$ cat src/rtl/pipeline_ctrl_pkg.sv
// Shared types and sizing helpers for the pipeline stall/flush sequencer.
package pipeline_ctrl_pkg;

  typedef enum logic [1:0] {
    RUN      = 2'd0,
    MEM_WAIT = 2'd1,
    FAULT    = 2'd2
  } ctrl_state_t;

  localparam int DefaultRegAddrWidth = 4;
  localparam int DefaultWaitLimit    = 16;
  localparam int DefaultCountWidth   = 32;

  // Wait counter must hold WAIT_LIMIT itself.
  function automatic int waitCntWidth(input int waitLimit);
    return (waitLimit < 1) ? 1 : $clog2(waitLimit + 1);
  endfunction

  localparam int DefaultWaitCntWidth = waitCntWidth(DefaultWaitLimit);

endpackage

$ cat src/rtl/sat_counter.sv
// Synchronous-reset up-counter that sticks at all-ones instead of wrapping.
module sat_counter #(
  parameter int WIDTH = 32
) (
  input  logic             clk,
  input  logic             reset,
  input  logic             inc,
  output logic [WIDTH-1:0] count
);

  logic [WIDTH-1:0] countReg;

  always_ff @(posedge clk) begin
    if (reset) begin
      countReg <= '0;
    end else if (inc && (countReg != '1)) begin
      countReg <= countReg + WIDTH'(1);
    end
  end

  assign count = countReg;

endmodule

$ cat src/rtl/pipeline_ctrl.sv
// Stall/flush sequencer for the 5-stage pipeline: memory wait > redirect > load-use,
// with memory-timeout fault escalation and saturating stall/flush counters.
module pipeline_ctrl
  import pipeline_ctrl_pkg::*;
#(
  parameter int REG_ADDR_WIDTH = DefaultRegAddrWidth,
  parameter int WAIT_LIMIT     = DefaultWaitLimit,
  parameter int COUNT_WIDTH    = DefaultCountWidth
) (
  input  logic                      clk,
  input  logic                      reset,
  input  logic [REG_ADDR_WIDTH-1:0] id_rs1,
  input  logic [REG_ADDR_WIDTH-1:0] id_rs2,
  input  logic                      id_rs1_used,
  input  logic                      id_rs2_used,
  input  logic [REG_ADDR_WIDTH-1:0] ex_rd,
  input  logic                      ex_wr_reg,
  input  logic                      ex_is_load,
  input  logic                      ex_redirect,
  input  logic                      mem_req,
  input  logic                      mem_ready,
  output logic                      pc_wrt_en,
  output logic                      ifid_wrt_en,
  output logic                      idex_wrt_en,
  output logic                      exmem_wrt_en,
  output logic                      memwb_wrt_en,
  output logic                      ifid_flush,
  output logic                      idex_flush,
  output logic                      exmem_flush,
  output logic                      memwb_flush,
  output logic                      fault,
  output logic [COUNT_WIDTH-1:0]    stall_cycles,
  output logic [COUNT_WIDTH-1:0]    flush_events
);

  localparam int WaitW = waitCntWidth(WAIT_LIMIT);
  localparam logic [WaitW-1:0] WaitLimitVal = WaitW'(WAIT_LIMIT);
  localparam logic [WaitW-1:0] WaitOne      = WaitW'(1);

  ctrl_state_t      stateReg, stateNext;
  logic [WaitW-1:0] waitCntReg, waitCntNext;

  logic memWait;
  logic loadUse;
  logic redirectTaken;
  logic stallInc;

  assign memWait = mem_req & ~mem_ready;
  assign loadUse = ex_is_load & ex_wr_reg &
                   ((id_rs1_used & (id_rs1 == ex_rd)) |
                    (id_rs2_used & (id_rs2 == ex_rd)));

  always_ff @(posedge clk) begin
    if (reset) begin
      stateReg   <= RUN;
      waitCntReg <= '0;
    end else begin
      stateReg   <= stateNext;
      waitCntReg <= waitCntNext;
    end
  end

  always_comb begin
    stateNext     = stateReg;
    waitCntNext   = waitCntReg;
    redirectTaken = 1'b0;
    pc_wrt_en     = 1'b1;
    ifid_wrt_en   = 1'b1;
    idex_wrt_en   = 1'b1;
    exmem_wrt_en  = 1'b1;
    memwb_wrt_en  = 1'b1;
    ifid_flush    = 1'b0;
    idex_flush    = 1'b0;
    exmem_flush   = 1'b0;
    memwb_flush   = 1'b0;

    if (reset || (stateReg == FAULT) ||
        ((stateReg != RUN) && (stateReg != MEM_WAIT))) begin
      // Whole pipeline holds; nothing is bubbled while reset or faulted.
      pc_wrt_en    = 1'b0;
      ifid_wrt_en  = 1'b0;
      idex_wrt_en  = 1'b0;
      exmem_wrt_en = 1'b0;
      memwb_wrt_en = 1'b0;
    end else if (memWait) begin
      // Freeze the front four registers and feed bubbles into WB.
      pc_wrt_en    = 1'b0;
      ifid_wrt_en  = 1'b0;
      idex_wrt_en  = 1'b0;
      exmem_wrt_en = 1'b0;
      memwb_flush  = 1'b1;
      if (stateReg == RUN) begin
        stateNext   = MEM_WAIT;
        waitCntNext = WaitOne;
      end else if (waitCntReg == WaitLimitVal) begin
        stateNext = FAULT;
      end else begin
        waitCntNext = waitCntReg + WaitOne;
      end
    end else begin
      stateNext   = RUN;
      waitCntNext = '0;
      if (ex_redirect) begin
        redirectTaken = 1'b1;
        ifid_flush    = 1'b1;
        idex_flush    = 1'b1;
      end else if (loadUse) begin
        pc_wrt_en   = 1'b0;
        ifid_wrt_en = 1'b0;
        idex_flush  = 1'b1;
      end
    end
  end

  assign fault    = (stateReg == FAULT);
  assign stallInc = ~reset & ~fault & ~pc_wrt_en;

  sat_counter #(.WIDTH(COUNT_WIDTH)) u_stall_counter (
    .clk   (clk),
    .reset (reset),
    .inc   (stallInc),
    .count (stall_cycles)
  );

  sat_counter #(.WIDTH(COUNT_WIDTH)) u_flush_counter (
    .clk   (clk),
    .reset (reset),
    .inc   (redirectTaken),
    .count (flush_events)
  );

endmodule
$ cat config.mk
export PLATFORM = sky130hd
export DESIGN_NAME = pipeline_ctrl
export DESIGN_NICKNAME = d
export VERILOG_FILES = /design/src/rtl/pipeline_ctrl_pkg.sv /design/src/rtl/sat_counter.sv /design/src/rtl/pipeline_ctrl.sv
export SDC_FILE = /design/constraint.sdc
export NUM_CORES = 1
export LEC_CHECK = 0
export ABC_AREA = 1
export BUFFER_PORTS_ARGS = -buffer_cell sky130_fd_sc_hd__buf_4
export CORE_ASPECT_RATIO = 2
export CORE_MARGIN = 1.5
export CORE_UTILIZATION = 36
export CTS_CLUSTER_DIAMETER = 120
export DETAILED_ROUTE_END_ITERATION = 8
export PLACE_DENSITY = 0.68
export RECOVER_POWER = 100
export SETUP_SLACK_MARGIN = 0.2
export SLEW_MARGIN = 20
export SYNTH_ARGS = -nofsm -noshare
export SYNTH_HDL_FRONTEND = slang
export SYNTH_SLANG_ARGS = --single-unit
$ cat constraint.sdc
create_clock -name clk -period 4.3 [get_ports clk]
set_input_delay 0.43 -clock clk [delete_from_list [all_inputs] [get_ports clk]]
set_output_delay 0.43 -clock clk [all_outputs]
set_load 0.01 [all_outputs]
Word level (Yosys, flattened, before mapping). Index checks and enable logic that the tools add are counted.

Mux-type cells: 22. Add/sub/neg operators: 3. Divide/modulo/power cells: 0. Reduce and logical (&&, ||, !) cells: 9. Bitwise operators: 13. Magnitude comparators: 0. Shifts and indexed selects: 0. Multipliers: 0. Eq/ne operators: 9.

Operators by type and width (count): $add A32 B1 Y32 const B (2); $ne A32 B32 Y1 const B (2); $mux W1 (16); $mux W5 (3); $eq A4 B4 Y1 (2); $and A1 B1 Y1 (7); $mux W2 (3); $add A5 B1 Y5 const B (1); $eq A5 B5 Y1 const B (1); $not A1 Y1 (5); $reduce_and A2 Y1 (2); $logic_and A1 B1 Y1 (3); $ne A3 B1 Y1 const B (1); $ne A3 B3 Y1 const B (1); $eq A2 B2 Y1 const B (1); $logic_not A2 Y1 (1); $logic_or A1 B1 Y1 (2); $ne A2 B1 Y1 const B (1); $reduce_bool A2 Y1 (1); $or A1 B1 Y1 (1).

RAM bits: 0. Latch bits: 0. Memories kept: 0. Register bits: 71. Output and inout bits: 74. Bits of input ports: 21. ROM bits: 0. Logic and storage cells: 60.

Longest topological paths before layout.
Word-level depth: 11. Depth in mapped cells: 14. Mapped depth without buffers: 13.

Modules after synthesis. Synthesis repeated with hierarchy kept, for this count alone.

Cells, all modules: 756. Area, all modules: 4752.1 µm².

Modules (own cells, without submodules): sat_counter (times used 2, cells an instance 324, area each 2062.0 µm², sequential area each 640.6 µm²); pipeline_ctrl (times used 1, cells an instance 108, area each 628.1 µm², sequential area each 140.1 µm²).

Worst setup path before layout. No wires, ideal clock.

Path type: input to output. From: input reset. To: output pc_wrt_en. Cell stages on the path: 8. Buffers on the path: 3. Data required time: 3.870 ns. Arrival time: 1.689 ns. Setup slack: 2.181 ns. Cell sequence: clkbuf_1 -> nor2_8 -> nand2_4 -> inv_1 -> nand3_1 -> clkbuf_1 -> inv_1 -> buf_4.

Cells in the longest elaborated chain, start to end: 3.

RTL lines: start: declaration (line pipeline_ctrl.sv:11) `input logic reset,`; $logic_or A1 B1 Y1 (2 in a row) (line pipeline_ctrl.sv:77) `if (reset || (stateReg == FAULT) ||`; $mux W1; end: declaration (line pipeline_ctrl.sv:22) `output logic pc_wrt_en,`.

Every way passes these cells.

Worst setup path in the final report.
From: register stateReg[1]. To: register u_flush_counter.countReg[8] (netlist: u_flush_counter.count[8]).

Cells in the longest elaborated chain, start to end: 5. Elaborated cells between the ends (all ways): 8. Those cells by class: eq/ne (2); mux (1); reduce/logical (5).

RTL lines: start: declaration (line pipeline_ctrl.sv:40) `ctrl_state_t stateReg, stateNext;`; start signal: assignment (line pipeline_ctrl.sv:58) `stateReg <= stateNext;`; $eq A2 B2 Y1, or another cell as far along (line pipeline_ctrl.sv:77); $logic_or A1 B1 Y1 or $logic_and A1 B1 Y1 (tied branches) (line pipeline_ctrl.sv:77, pipeline_ctrl.sv:78); $logic_or A1 B1 Y1 * (line pipeline_ctrl.sv:77); $mux W1 * (line pipeline_ctrl.sv:77); $logic_and A1 B1 Y1 * (line sat_counter.sv:16) `end else if (inc && (countReg != '1)) begin`; end signal: assignment (line sat_counter.sv:17) `countReg <= countReg + WIDTH'(1);`; end: declaration (line sat_counter.sv:11) `logic [WIDTH-1:0] countReg;`.

Mark *: on every way between the ends. The rest lies on a longest branch, timed or not. A chain may end at the register's enable or synchronous reset.

==> implementation parameters <==
Parameter                              Value

Run status
  Violated checks    capacitance limit
  Outcome    finished with violations

Critical path
  Critical path peak fanout    33
  Startpoint Class    flop
  CP peak stage delay    480 ps
  Arrival time at the worst endpoint    3530 ps
  Category of the critical setup timing path    flop to flop
  Slowest cell on the critical path    sky130_fd_sc_hd__inv_4
  Cell mode on critical path    sky130_fd_sc_hd__nand2_1
  Kind of end point of the critical path    flop
  Data required time of the worst path    4580 ps
  Worst-path cell chain    inv_1 > nor2_1 > nor2_8 > nand2_1 > nor2_1 > nand2_1 > inv_1 > nand2_1 > inv_4 > nand2_1 > o21ai_0 > nand2_1 > nor2_1

Detailed routing
  Starting DRT DRC Count    206
  Via count normalized by instance count    5.23
  Overall routed net length    14.5 mm
  Total number of vias    4888
  Routed len/inst    15.6 µm
  Final routed DRC violation total    0
  Iteration count of the initial detailed-routing pass    5
  Antenna-violating nets left    0

Clocking
  CTS clk-pin slew, worst paths    60 ps
  Hold_buf cts    0
  Source-to-sink clock delay at the later pin of the worst-skew pair    340 ps
  Clock tree from TritonCTS    yes
  Library cell used as clock root buffer    sky130_fd_sc_hd__clkbuf_16
  Number of CTS-inserted buffers    9
  Number of resized instances in the post-cts repair step    0
  H-Tree Depth    3
  CTS max path bufs    2
  Setup Fix Bufs, Post-CTS    0
  Clock sink total    71

Cells and area
  Post-synthesis to final-layout area growth    15.9%
  # fillers    1369
  Share of final-layout standard cells stronger than drive strength 1    5.84%
  Summed area of non-filler cells in the final layout    5220 µm²
  Count of nets after finishing    808
  N_diodes    0

Global routing
  Total overflow reported by the global router    0
  Number of global-route vias before repair    4702
  Pin count of the biggest net entering global routing    52
  Global-route wire length before repair    22.9 mm
  GRT Overall Usage    22.9%
  Antenna violations before repair    0

Flow run
  Max-Cap Viols    1

Timing
  Final-layout setup total negative slack    0 ps
  Share of the clock period used by the worst path    75.8%
  Setup repair after global routing missed its margin    false
  Worst hold slack after final layout    473 ps
  Peak clock frequency supported by timing    0.307 GHz
  Hold violation total from the final report    0
  Tightest slew margin relative to the limit    3.75%
  Slew of the pin with the lowest slew margin    1440 ps
  Worst setup skew after layout    6.91 ps
  Final worst path period need    3260 ps
  Setup-violating endpoint count in the final report    0
  Number of slew-limit violations in the final report    0

Power
  Pwr per Cell Area    280 nW/µm²
  Maximum resistive drop on vdd    191 µV
  Leakage power total    1.93 nW

Yosys
  Synth Area per Inst    6.40 µm²
  #FFs+latches synth    71
  Number of warnings issued by yosys    0
  Post-synth design cell area    4500 µm²
  Number of distinct library cell variants in the gate-level netlist after synthesis    34
  Synthesized instance count    704
  Sequential cell area fraction in the yosys report    31.6%
  Total nets after synthesis    729

Placed design
  Gpl congestion    1.01
  Sum of net half-perimeters after detailed placement    10.8 mm
  Total placed instance area    5250 µm²
  Port Buffers    93

Floorplanning
  Initial core utilization    36.9%
  Die Height    161 µm
  Count of standard-cell rows    57
  Core Area    12200 µm²
  Die width    82.1 µm
  Area enclosed by the die boundary    13200 µm²
  Number of placed I/O pins    95

Worst hold path
  Class of the worst hold path    input pin to flop
-- critical path: cells and delay by family, from the launching register on --
family	cells	cell delay (ps)
AND/OR/NAND/NOR	9	1930
buffers and inverters	3	720
flip-flops	1	340
AO/OA/AOI/OAI	1	190
-- cells in the mapped netlist (all sizes together) --
| master | instances | share of area, % |
|---|---|---|
| nor2 | 102 | 9.4 |
| o31ai | 1 | 0.17 |
| nor3 | 29 | 3.2 |
| xor2 | 28 | 5.4 |
| nand3b | 7 | 1.2 |
| and3 | 1 | 0.14 |
| ha | 4 | 1.1 |
| nand4 | 53 | 7.8 |
| clkbuf | 15 | 1.2 |
| conb | 1 | 0.083 |
| a21oi | 51 | 5.7 |
| nand3 | 25 | 2.8 |
| a211oi | 1 | 0.17 |
| nor3b | 1 | 0.17 |
| xnor2 | 15 | 2.9 |
| inv | 64 | 5.4 |
| nand2 | 210 | 18 |
| buf | 12 | 2.0 |
| a31oi | 2 | 0.28 |
| o21ai | 11 | 1.2 |
| dfxtp | 71 | 32 |
-- layout make-up --
cell class              count  area (µm²)  area share, %
well taps                 147         184           3.52
clock buffers              11         243           4.65
repair buffers             95         443           8.48
clock inverters             5        33.8          0.647
inverters                  64         243           4.65
multi-input cells         542        2650           50.8
flip-flops and latches     71        1420           27.2
-- through the flow --
| step | utilization, % | instances | power, W | setup WS (ps) |
|---|---|---|---|---|
| CTS | 45.3 | 935 | 0.00149 | 1290 |
| detailed placement | 43.1 | 919 | 0.000786 | 1370 |
| global placement | 43.1 | 919 | 0.000785 | 1380 |
| floorplan | - | 704 | 0.000749 | 2180 |
| global route | 42.8 | 935 | 0.00151 | 654 |
| finish | 42.8 | 935 | 0.00146 | 1040 |
-- cell families after synthesis --
| group | count (synthesis) | synth area share [%] |
|---|---|---|
| and+or+nand+nor | 428 | 42.7 |
| buffers and inverters | 91 | 8.67 |
| DFF | 71 | 31.6 |
| AOI/OAI and AO/OA | 66 | 7.50 |
| xor gates and xnor gates | 43 | 8.36 |
| adders and majority gates | 4 | 1.11 |
| other | 1 | 0.0833 |
-- power breakdown --
| group | total [W] | switching [W] | internal [W] | leakage, nW |
|---|---|---|---|---|
| clock network | 0.000698 | 0.000293 | 0.000405 | 0.132 |
| registers | 0.000666 | 0.00000485 | 0.000662 | 0.573 |
| logic | 0.0000959 | 0.0000664 | 0.0000295 | 1.22 |
-- final timing paths --
kind	startpoint	endpoint	slack [ps]	cells past startpoint
max	stateReg[1]	u_flush_counter.count[8]	1040	13
min	mem_ready	waitCntReg[0]	470	4
max reg2reg	stateReg[1]	u_flush_counter.count[8]	1040	13
min reg2reg	u_flush_counter.count[25]	u_flush_counter.count[25]	500	2
-- per-layer routing --
metal  vias to the layer above  global-route usage (%)  wire length [µm]
met5                         -                       0                 0
met4                         0                    16.8               973
met3                        56                    2.60               544
met2                       174                    43.5              8210
met1                      2208                    20.7              4820
li1                       2450                       -                 -
-- flip-flops by register name, summed over array words and instances (netlist names) --
| signal | flops |
|---|---|
| stateReg | 2 |
| u_stall_counter.count | 32 |
| waitCntReg | 5 |
| u_flush_counter.count | 32 |
-- layout by cell type (no fill, tap or decap) --
cell,netlist,final
sky130_fd_sc_hd__nor2_2,1,1
sky130_fd_sc_hd__nor2_8,1,1
sky130_fd_sc_hd__nor3_1,29,29
sky130_fd_sc_hd__clkbuf_16,0,9
sky130_fd_sc_hd__a21oi_1,51,51
sky130_fd_sc_hd__inv_2,3,1
sky130_fd_sc_hd__nand4_4,1,1
sky130_fd_sc_hd__dfxtp_1,71,71
sky130_fd_sc_hd__clkinvlp_4,0,2
sky130_fd_sc_hd__xor2_1,28,28
sky130_fd_sc_hd__nand3b_1,7,7
sky130_fd_sc_hd__nand3_1,25,25
sky130_fd_sc_hd__nor2_1,97,99
sky130_fd_sc_hd__nand2_2,3,2
sky130_fd_sc_hd__inv_4,1,1
sky130_fd_sc_hd__nor3b_1,1,1
sky130_fd_sc_hd__a211oi_1,1,1
sky130_fd_sc_hd__nor2_4,3,1
sky130_fd_sc_hd__xnor2_1,15,15
sky130_fd_sc_hd__buf_4,3,23
sky130_fd_sc_hd__clkinv_2,0,2
sky130_fd_sc_hd__ha_1,4,4
sky130_fd_sc_hd__clkinv_4,0,1
sky130_fd_sc_hd__a31oi_1,2,2
sky130_fd_sc_hd__o21ai_0,7,11
sky130_fd_sc_hd__and3_1,1,1
sky130_fd_sc_hd__conb_1,1,1
sky130_fd_sc_hd__clkbuf_8,0,1
sky130_fd_sc_hd__o31ai_1,1,1
sky130_fd_sc_hd__nand4_1,51,52
sky130_fd_sc_hd__inv_1,60,62
sky130_fd_sc_hd__nand2_1,205,208
sky130_fd_sc_hd__clkbuf_1,15,73
Note: power is estimated with default switching activity, not from simulation.
